<file path="config.mk">
export PLATFORM = sky130hd
export DESIGN_NAME = uart_rx_frame_ctrl_flat
export DESIGN_NICKNAME = d
export VERILOG_FILES = /design/src/rtl/uart_rx_frame_ctrl_if.sv /design/src/rtl/uart_rx_frame_ctrl.sv /design/src/flat_wrapper.sv
export SDC_FILE = /design/constraint.sdc
export NUM_CORES = 1
export LEC_CHECK = 0
export CORE_MARGIN = 4
export CORE_UTILIZATION = 45
export DETAILED_ROUTE_END_ITERATION = 8
export PLACE_DENSITY_LB_ADDON = 0.1
export SETUP_SLACK_MARGIN = 0.2
export SLEW_MARGIN = 20
export SYNTH_ARGS = -nofsm -noshare
export SYNTH_HDL_FRONTEND = slang
export SYNTH_SLANG_ARGS = --single-unit
</file>
<file path="constraint.sdc">
create_clock -name clk -period 4.5 [get_ports clk]
set_input_delay 0.9 -clock clk [delete_from_list [all_inputs] [get_ports clk]]
set_output_delay 0.9 -clock clk [all_outputs]
set_load 0.01 [all_outputs]
</file>
<file path="src/rtl/uart_rx_frame_ctrl_if.sv">
`default_nettype none
// ============================================================================
// Module   : uart_rx_frame_ctrl_if
// Brief    : Byte-strobe input and payload stream output bundle of the
//            UART receive frame controller.
// Revision : 1.0
// ============================================================================
interface uart_rx_frame_ctrl_if;
    logic [7:0] rx_d_i;
    logic       rx_done_i;
    logic [7:0] m_data_o;
    logic       m_valid_o;
    logic       m_last_o;
    logic       m_ready_i;
    logic       frame_ok_o;
    logic       err_chk_o;
    logic       err_len_o;
    logic       err_timeout_o;
    logic       ovr_o;

    // Controller side
    modport slave (
        input  rx_d_i, rx_done_i, m_ready_i,
        output m_data_o, m_valid_o, m_last_o,
               frame_ok_o, err_chk_o, err_len_o, err_timeout_o, ovr_o
    );

    // Environment side: byte source plus payload consumer
    modport master (
        output rx_d_i, rx_done_i, m_ready_i,
        input  m_data_o, m_valid_o, m_last_o,
               frame_ok_o, err_chk_o, err_len_o, err_timeout_o, ovr_o
    );
endinterface
`default_nettype wire

</file>
<file path="src/rtl/uart_rx_frame_ctrl.sv">
`default_nettype none
// ============================================================================
// Module   : uart_rx_frame_ctrl
// Brief    : Hunts for SYNC, buffers a length-prefixed payload, verifies the
//            two's-complement checksum, then drains it on a valid/ready stream.
// Revision : 1.0
// ============================================================================
module uart_rx_frame_ctrl #(
    parameter int         CLKS_PER_BIT = 868,
    parameter int         TIMEOUT_BITS = 20,
    parameter int         MAX_LEN      = 16,
    parameter logic [7:0] SYNC         = 8'hA5
) (
    input  logic                 clk,
    input  logic                 reset,
    uart_rx_frame_ctrl_if.slave  bus
);
    localparam int c_timeout_cycles = TIMEOUT_BITS * CLKS_PER_BIT;
    localparam int c_cnt_w = (c_timeout_cycles > 1) ? $clog2(c_timeout_cycles) : 1;
    localparam int c_idx_w = (MAX_LEN > 1) ? $clog2(MAX_LEN) : 1;
    localparam logic [c_cnt_w-1:0] c_cnt_last = c_cnt_w'(c_timeout_cycles - 1);
    localparam logic [7:0]         c_max_len  = 8'(MAX_LEN);

    typedef enum logic [2:0] {
        ST_HUNT    = 3'd0,
        ST_LEN     = 3'd1,
        ST_PAYLOAD = 3'd2,
        ST_CHK     = 3'd3,
        ST_DRAIN   = 3'd4
    } state_t;

    state_t               state_q, state_d;
    logic [7:0]           len_q, len_d;
    logic [7:0]           sum_q, sum_d;
    logic [c_idx_w-1:0]   wr_idx_q, wr_idx_d;
    logic [c_idx_w-1:0]   rd_idx_q, rd_idx_d;
    logic [c_cnt_w-1:0]   cnt_q, cnt_d;
    logic                 frame_ok_q, frame_ok_d;
    logic                 err_chk_q, err_chk_d;
    logic                 err_len_q, err_len_d;
    logic                 err_timeout_q, err_timeout_d;
    logic                 ovr_q, ovr_d;
    logic [7:0]           buf_q [MAX_LEN];
    logic                 buf_we;

    logic                 w_drain;
    logic                 w_last;
    logic                 w_handshake;
    logic [7:0]           w_sum_next;

    assign w_drain     = (state_q == ST_DRAIN);
    assign w_last      = (8'(rd_idx_q) == len_q - 8'd1);
    assign w_handshake = w_drain && bus.m_ready_i;
    assign w_sum_next  = sum_q + bus.rx_d_i;

    always_comb begin
        state_d       = state_q;
        len_d         = len_q;
        sum_d         = sum_q;
        wr_idx_d      = wr_idx_q;
        rd_idx_d      = rd_idx_q;
        cnt_d         = '0;
        frame_ok_d    = 1'b0;
        err_chk_d     = 1'b0;
        err_len_d     = 1'b0;
        err_timeout_d = 1'b0;
        ovr_d         = 1'b0;
        buf_we        = 1'b0;

        case (state_q)
            ST_HUNT: begin
                if (bus.rx_done_i && bus.rx_d_i == SYNC) state_d = ST_LEN;
            end
            ST_LEN: begin
                if (bus.rx_done_i) begin
                    if (bus.rx_d_i != 8'h00 && bus.rx_d_i <= c_max_len) begin
                        len_d    = bus.rx_d_i;
                        sum_d    = bus.rx_d_i;
                        wr_idx_d = '0;
                        state_d  = ST_PAYLOAD;
                    end else begin
                        err_len_d = 1'b1;
                        state_d   = ST_HUNT;
                    end
                end
            end
            ST_PAYLOAD: begin
                if (bus.rx_done_i) begin
                    buf_we   = 1'b1;
                    sum_d    = w_sum_next;
                    wr_idx_d = wr_idx_q + 1'b1;
                    if (8'(wr_idx_q) == len_q - 8'd1) state_d = ST_CHK;
                end
            end
            ST_CHK: begin
                if (bus.rx_done_i) begin
                    if (w_sum_next == 8'h00) begin
                        frame_ok_d = 1'b1;
                        rd_idx_d   = '0;
                        state_d    = ST_DRAIN;
                    end else begin
                        err_chk_d = 1'b1;
                        state_d   = ST_HUNT;
                    end
                end
            end
            ST_DRAIN: begin
                // The UART is not consulted here; any byte is lost.
                ovr_d = bus.rx_done_i;
                if (w_handshake) begin
                    rd_idx_d = rd_idx_q + 1'b1;
                    if (w_last) state_d = ST_HUNT;
                end
            end
            default: state_d = ST_HUNT;
        endcase

        // Inter-byte gap watchdog; a strobe in the expiry cycle takes priority.
        if ((state_q == ST_LEN || state_q == ST_PAYLOAD || state_q == ST_CHK) &&
            !bus.rx_done_i) begin
            if (cnt_q == c_cnt_last) begin
                err_timeout_d = 1'b1;
                state_d       = ST_HUNT;
            end else begin
                cnt_d = cnt_q + 1'b1;
            end
        end
    end

    always_ff @(posedge clk) begin
        if (reset) begin
            state_q       <= ST_HUNT;
            len_q         <= '0;
            sum_q         <= '0;
            wr_idx_q      <= '0;
            rd_idx_q      <= '0;
            cnt_q         <= '0;
            frame_ok_q    <= 1'b0;
            err_chk_q     <= 1'b0;
            err_len_q     <= 1'b0;
            err_timeout_q <= 1'b0;
            ovr_q         <= 1'b0;
        end else begin
            state_q       <= state_d;
            len_q         <= len_d;
            sum_q         <= sum_d;
            wr_idx_q      <= wr_idx_d;
            rd_idx_q      <= rd_idx_d;
            cnt_q         <= cnt_d;
            frame_ok_q    <= frame_ok_d;
            err_chk_q     <= err_chk_d;
            err_len_q     <= err_len_d;
            err_timeout_q <= err_timeout_d;
            ovr_q         <= ovr_d;
        end
    end

    // Payload storage needs no reset: it is only visible while draining.
    always_ff @(posedge clk) begin
        if (buf_we) buf_q[wr_idx_q] <= bus.rx_d_i;
    end

    assign bus.m_valid_o     = w_drain;
    assign bus.m_last_o      = w_drain && w_last;
    assign bus.m_data_o      = w_drain ? buf_q[rd_idx_q] : 8'h00;
    assign bus.frame_ok_o    = frame_ok_q;
    assign bus.err_chk_o     = err_chk_q;
    assign bus.err_len_o     = err_len_q;
    assign bus.err_timeout_o = err_timeout_q;
    assign bus.ovr_o         = ovr_q;
endmodule
`default_nettype wire

</file>
<file path="src/flat_wrapper.sv">
// flat-port wrapper written by rule: the top's interface ports become plain ports
module uart_rx_frame_ctrl_flat 
#(
    parameter int         CLKS_PER_BIT = 868,
    parameter int         TIMEOUT_BITS = 20,
    parameter int         MAX_LEN      = 16,
    parameter logic [7:0] SYNC         = 8'hA5
)
  (clk, reset, bus_rx_d_i, bus_rx_done_i, bus_m_ready_i, bus_m_data_o, bus_m_valid_o, bus_m_last_o, bus_frame_ok_o, bus_err_chk_o, bus_err_len_o, bus_err_timeout_o, bus_ovr_o);
  uart_rx_frame_ctrl_if bus_i ();
  input  logic clk;
  input  logic reset;
  input wire logic [$bits(bus_i.rx_d_i)-1:0] bus_rx_d_i;
  input wire logic [$bits(bus_i.rx_done_i)-1:0] bus_rx_done_i;
  input wire logic [$bits(bus_i.m_ready_i)-1:0] bus_m_ready_i;
  output wire logic [$bits(bus_i.m_data_o)-1:0] bus_m_data_o;
  output wire logic [$bits(bus_i.m_valid_o)-1:0] bus_m_valid_o;
  output wire logic [$bits(bus_i.m_last_o)-1:0] bus_m_last_o;
  output wire logic [$bits(bus_i.frame_ok_o)-1:0] bus_frame_ok_o;
  output wire logic [$bits(bus_i.err_chk_o)-1:0] bus_err_chk_o;
  output wire logic [$bits(bus_i.err_len_o)-1:0] bus_err_len_o;
  output wire logic [$bits(bus_i.err_timeout_o)-1:0] bus_err_timeout_o;
  output wire logic [$bits(bus_i.ovr_o)-1:0] bus_ovr_o;
  assign bus_i.rx_d_i = bus_rx_d_i;
  assign bus_i.rx_done_i = bus_rx_done_i;
  assign bus_i.m_ready_i = bus_m_ready_i;
  assign bus_m_data_o = bus_i.m_data_o;
  assign bus_m_valid_o = bus_i.m_valid_o;
  assign bus_m_last_o = bus_i.m_last_o;
  assign bus_frame_ok_o = bus_i.frame_ok_o;
  assign bus_err_chk_o = bus_i.err_chk_o;
  assign bus_err_len_o = bus_i.err_len_o;
  assign bus_err_timeout_o = bus_i.err_timeout_o;
  assign bus_ovr_o = bus_i.ovr_o;
  uart_rx_frame_ctrl #(.CLKS_PER_BIT(CLKS_PER_BIT), .TIMEOUT_BITS(TIMEOUT_BITS), .MAX_LEN(MAX_LEN), .SYNC(SYNC)) u_core (.clk(clk), .reset(reset), .bus(bus_i));
endmodule
</file>
==> results of run 1 <==
## timing repair
action / in CTS / in global routing
gates resized for setup: 0 / 1
endpoints found under the setup margin: 0 / 3
hold endpoints to repair: 0 / 0
## where the power goes
part | internal, mW | switching [mW] | leakage, nW | total, mW
Combinational | 0.0206 | 0.0477 | 1.09 | 0.0683
Sequential | 1.76 | 0.0000431 | 1.56 | 1.76
Clock | 0.794 | 0.674 | 0.289 | 1.47
## layer usage
metal / vias up / global-route usage / wire [um]
met1: 2240 / 0.2312 / 7424
li1: 2078 / - / -
met2: 114 / 0.3058 / 8574
met4: 0 / 0.05458 / 255
met3: 17 / 0.04103 / 660
met5: - / 0 / 0
## cell type report
cell class	count	area share
clock buffer	18	0.04851
clock inverter	14	0.01796
inverter	8	0.003394
multi-input combinational	305	0.3066
sequential	179	0.5503
tap	220	0.03111
timing repair buffer	41	0.04214
## metrics by stage
step,instance area [um^2],instances
6_report,8847,785
5_1_grt,8847,785
4_1_cts,8845,785
3_5_place_dp,8257,753
3_3_place_gp,8257,753
2_1_floorplan,7721,512
## synth_stat cells, drive strengths merged, types with 2 or more instances
library cell  number
nand3             13
o211ai             2
xnor2             21
a31oi              4
xor2              10
nor4               4
nor2b              3
o32a               2
mux2i              7
nand2             32
nand4              3
mux4              40
nor2              52
a21oi             11
o21ai              6
and4               3
nand2b             6
inv                8
o21bai             2
a211oi             5
or2                2
nor3              11
o31ai              4
nor3b              2
dfxtp             51
a21o               3
buf               11
and2               9
and3              10
a311oi             2
ha                14
edfxtp           128
or3                4
clkbuf             9
## critical path: stages, from the launching register on
cell             delay, ns
dfxtp_4               0.59
buf_4                 0.32
mux4_1                0.60
mux4_2                0.47
and2_1                0.18
clkdlybuf4s50_1       0.47
## cells by family after synthesis
family,share of synthesized area
compound gates,0.04618
xor+xnor,0.03516
fa+ha+maj,0.02528
buf+inv,0.01863
flops,0.6300
mux,0.1389
simple gates,0.1058
## registers in the layout, indices dropped and copies added, names as in the netlist, 3 cells and up, named ones only
| register | flops |
|---|---|
| u_core.buf_q | 128 |
| u_core.rd_idx_q | 4 |
| u_core.wr_idx_q | 4 |
| u_core.sum_q | 8 |
| u_core.len_q | 8 |
| u_core.cnt_q | 15 |
| u_core.state_q | 3 |
## worst max path at each step
stage | from | endpoint | slack [ns] | cells past startpoint
global placement | flip-flop | bus_m_data_o[4] | 0.75 | 5
detailed placement | flip-flop | bus_m_data_o[4] | 0.71 | 5
floorplan | bus_rx_d_i[0] | flip-flop | 1.69 | 8
finish | flip-flop | bus_m_data_o[4] | 0.54 | 5
global route | flip-flop | bus_m_data_o[4] | 0.42 | 5
CTS | flip-flop | bus_m_data_o[4] | 0.24 | 5
==> flow_metrics.env, run 1 <==
export IMPL_drive_gt1_frac=0.1327
export IMPL_grt_first_pass_wirelength_mm=26.05
export IMPL_slew_violations=0
export IMPL_worstSetupPathType="flip-flop to output pin"
export IMPL_clock_fmax_mhz=252.8
export IMPL_max_clock_path_buffers=2
export IMPL_final_setup_worst_slack_ns=0.5438
export IMPL_core_area_um2=16700
export IMPL_cts_hold_buf=0
export IMPL_clkSlewWorstSetupHoldPaths_ns=0.07
export IMPL_port_buffers=26
export IMPL_maxSlewHeadroom=0.3552
export IMPL_finalCriticalPeriod_ns=3.956
export IMPL_r2r_setup_slack_ns=1.97
export IMPL_netlist_top_cells_area="edfxtp_1, dfxtp_1, mux4_1, mux4_2, nor2_1"
export IMPL_ys_seq_area_frac=0.6300
export IMPL_cts_tree="yes"
export IMPL_worstMarginPinSlew_ns=0.9636
export IMPL_p_leak_nw=2.939
export IMPL_cts_max_level=4
export IMPL_syn_to_final_growth_pct=14.58
export IMPL_worstPathRequired_ns=3.60
export IMPL_fin_nets=579
export IMPL_overflow=0
export IMPL_tns_ns=0
export IMPL_final_common_cell="edfxtp_1"
export IMPL_setup_viol=0
export IMPL_synth_edff_count=128
export IMPL_start_util=0.4623
export IMPL_io_pins=27
export IMPL_remaining_drc_errors=0
export IMPL_dr_total_vias=4449
export IMPL_hold_viol=0
export IMPL_fillers=1395
export IMPL_holdPathEnd="u_core.cnt_q[0]"
export IMPL_ys_flop_type="edfxtp_1"
export IMPL_drtAntennaViolNets=0
export IMPL_via_per_inst=5.668
export IMPL_netlist_instances=512
export IMPL_cts_num_sinks=179
export IMPL_power_mw=3.297
export IMPL_reg2reg_from="u_core.sum_q[0]"
export IMPL_avgSynthCellArea_um2=15.08
export IMPL_hp_class="flip-flop to flip-flop"
export IMPL_critPathArrivalTime_ns=3.06
export IMPL_multi_input_area_um2=2713
export IMPL_mostFrequentLayoutCells="edfxtp_1, nor2_1, dfxtp_1, nand2_1, clkdlybuf4s50_1"
export IMPL_min_delay_start="u_core.cnt_q[0]"
export IMPL_synth_seq_cells=179
export IMPL_ys_warn_count=0
export IMPL_grt_max_degree=33
export IMPL_first_pass_iters=5
export IMPL_grt_pass1_vias=4448
export IMPL_grt_total_usage=0.1798
export IMPL_synthDistinctLibCells=65
export IMPL_rsz0062_at_grt="no"
export IMPL_routed_wl_mm=16.92
export IMPL_clock_skew_ns=0.009353
export IMPL_period_share=0.8792
export IMPL_die_y_um=139.0
export IMPL_wl_per_cell_um=21.55
export IMPL_drtIter0Drc=246
export IMPL_syn_nets=539
export IMPL_cts_buffers=17
export IMPL_synthArstFlopShare=0
export IMPL_synth_top_area_share=0.4978
export IMPL_register_area_um2=4868
export IMPL_finalHoldWorstSlack_ns=0.4358
export IMPL_start_kind="flip-flop"
export IMPL_cts_root_buf="clkbuf_16"
export IMPL_maxCapViolCount=0
export IMPL_synth_area_um2=7721
export IMPL_die_area_um2=19320
export IMPL_worstPathMaxFanout=22
export IMPL_die_w_um=139.0
export IMPL_hold_depth=1
export IMPL_r2r_cells=8
export IMPL_pre_cts_slack_ns=0.7082
export IMPL_antenna_found_initial=0
export IMPL_status="completed"
export IMPL_gp_congestion=0.7522
export IMPL_p_per_area_nw_per_um2=372.6
export IMPL_vdd_drop_max_mv=0.2679
export IMPL_diodes=0
export IMPL_rows=47
export IMPL_cts_post_setup_buffers_inserted=0
export IMPL_clk_latency_ns=0.43
export IMPL_dp_hpwl_mm=11.59
export IMPL_cp_end_kind="output pin"
export IMPL_final_util=0.5297
export IMPL_synth_area_leader_cell="edfxtp_1"
No activity file was read; power rests on OpenSTA's default activity.
==> inputs of run 2 (changes only) <==
--- a/config.mk
+++ b/config.mk
@@ -10,7 +10,6 @@
 export DETAILED_ROUTE_END_ITERATION = 8
 export PLACE_DENSITY_LB_ADDON = 0.1
 export SETUP_SLACK_MARGIN = 0.2
-export SLEW_MARGIN = 20
 export SYNTH_ARGS = -nofsm -noshare
 export SYNTH_HDL_FRONTEND = slang
 export SYNTH_SLANG_ARGS = --single-unit
==> results of run 2 <==
No change in the layout: final DEF, timing and power equal those of run 1.
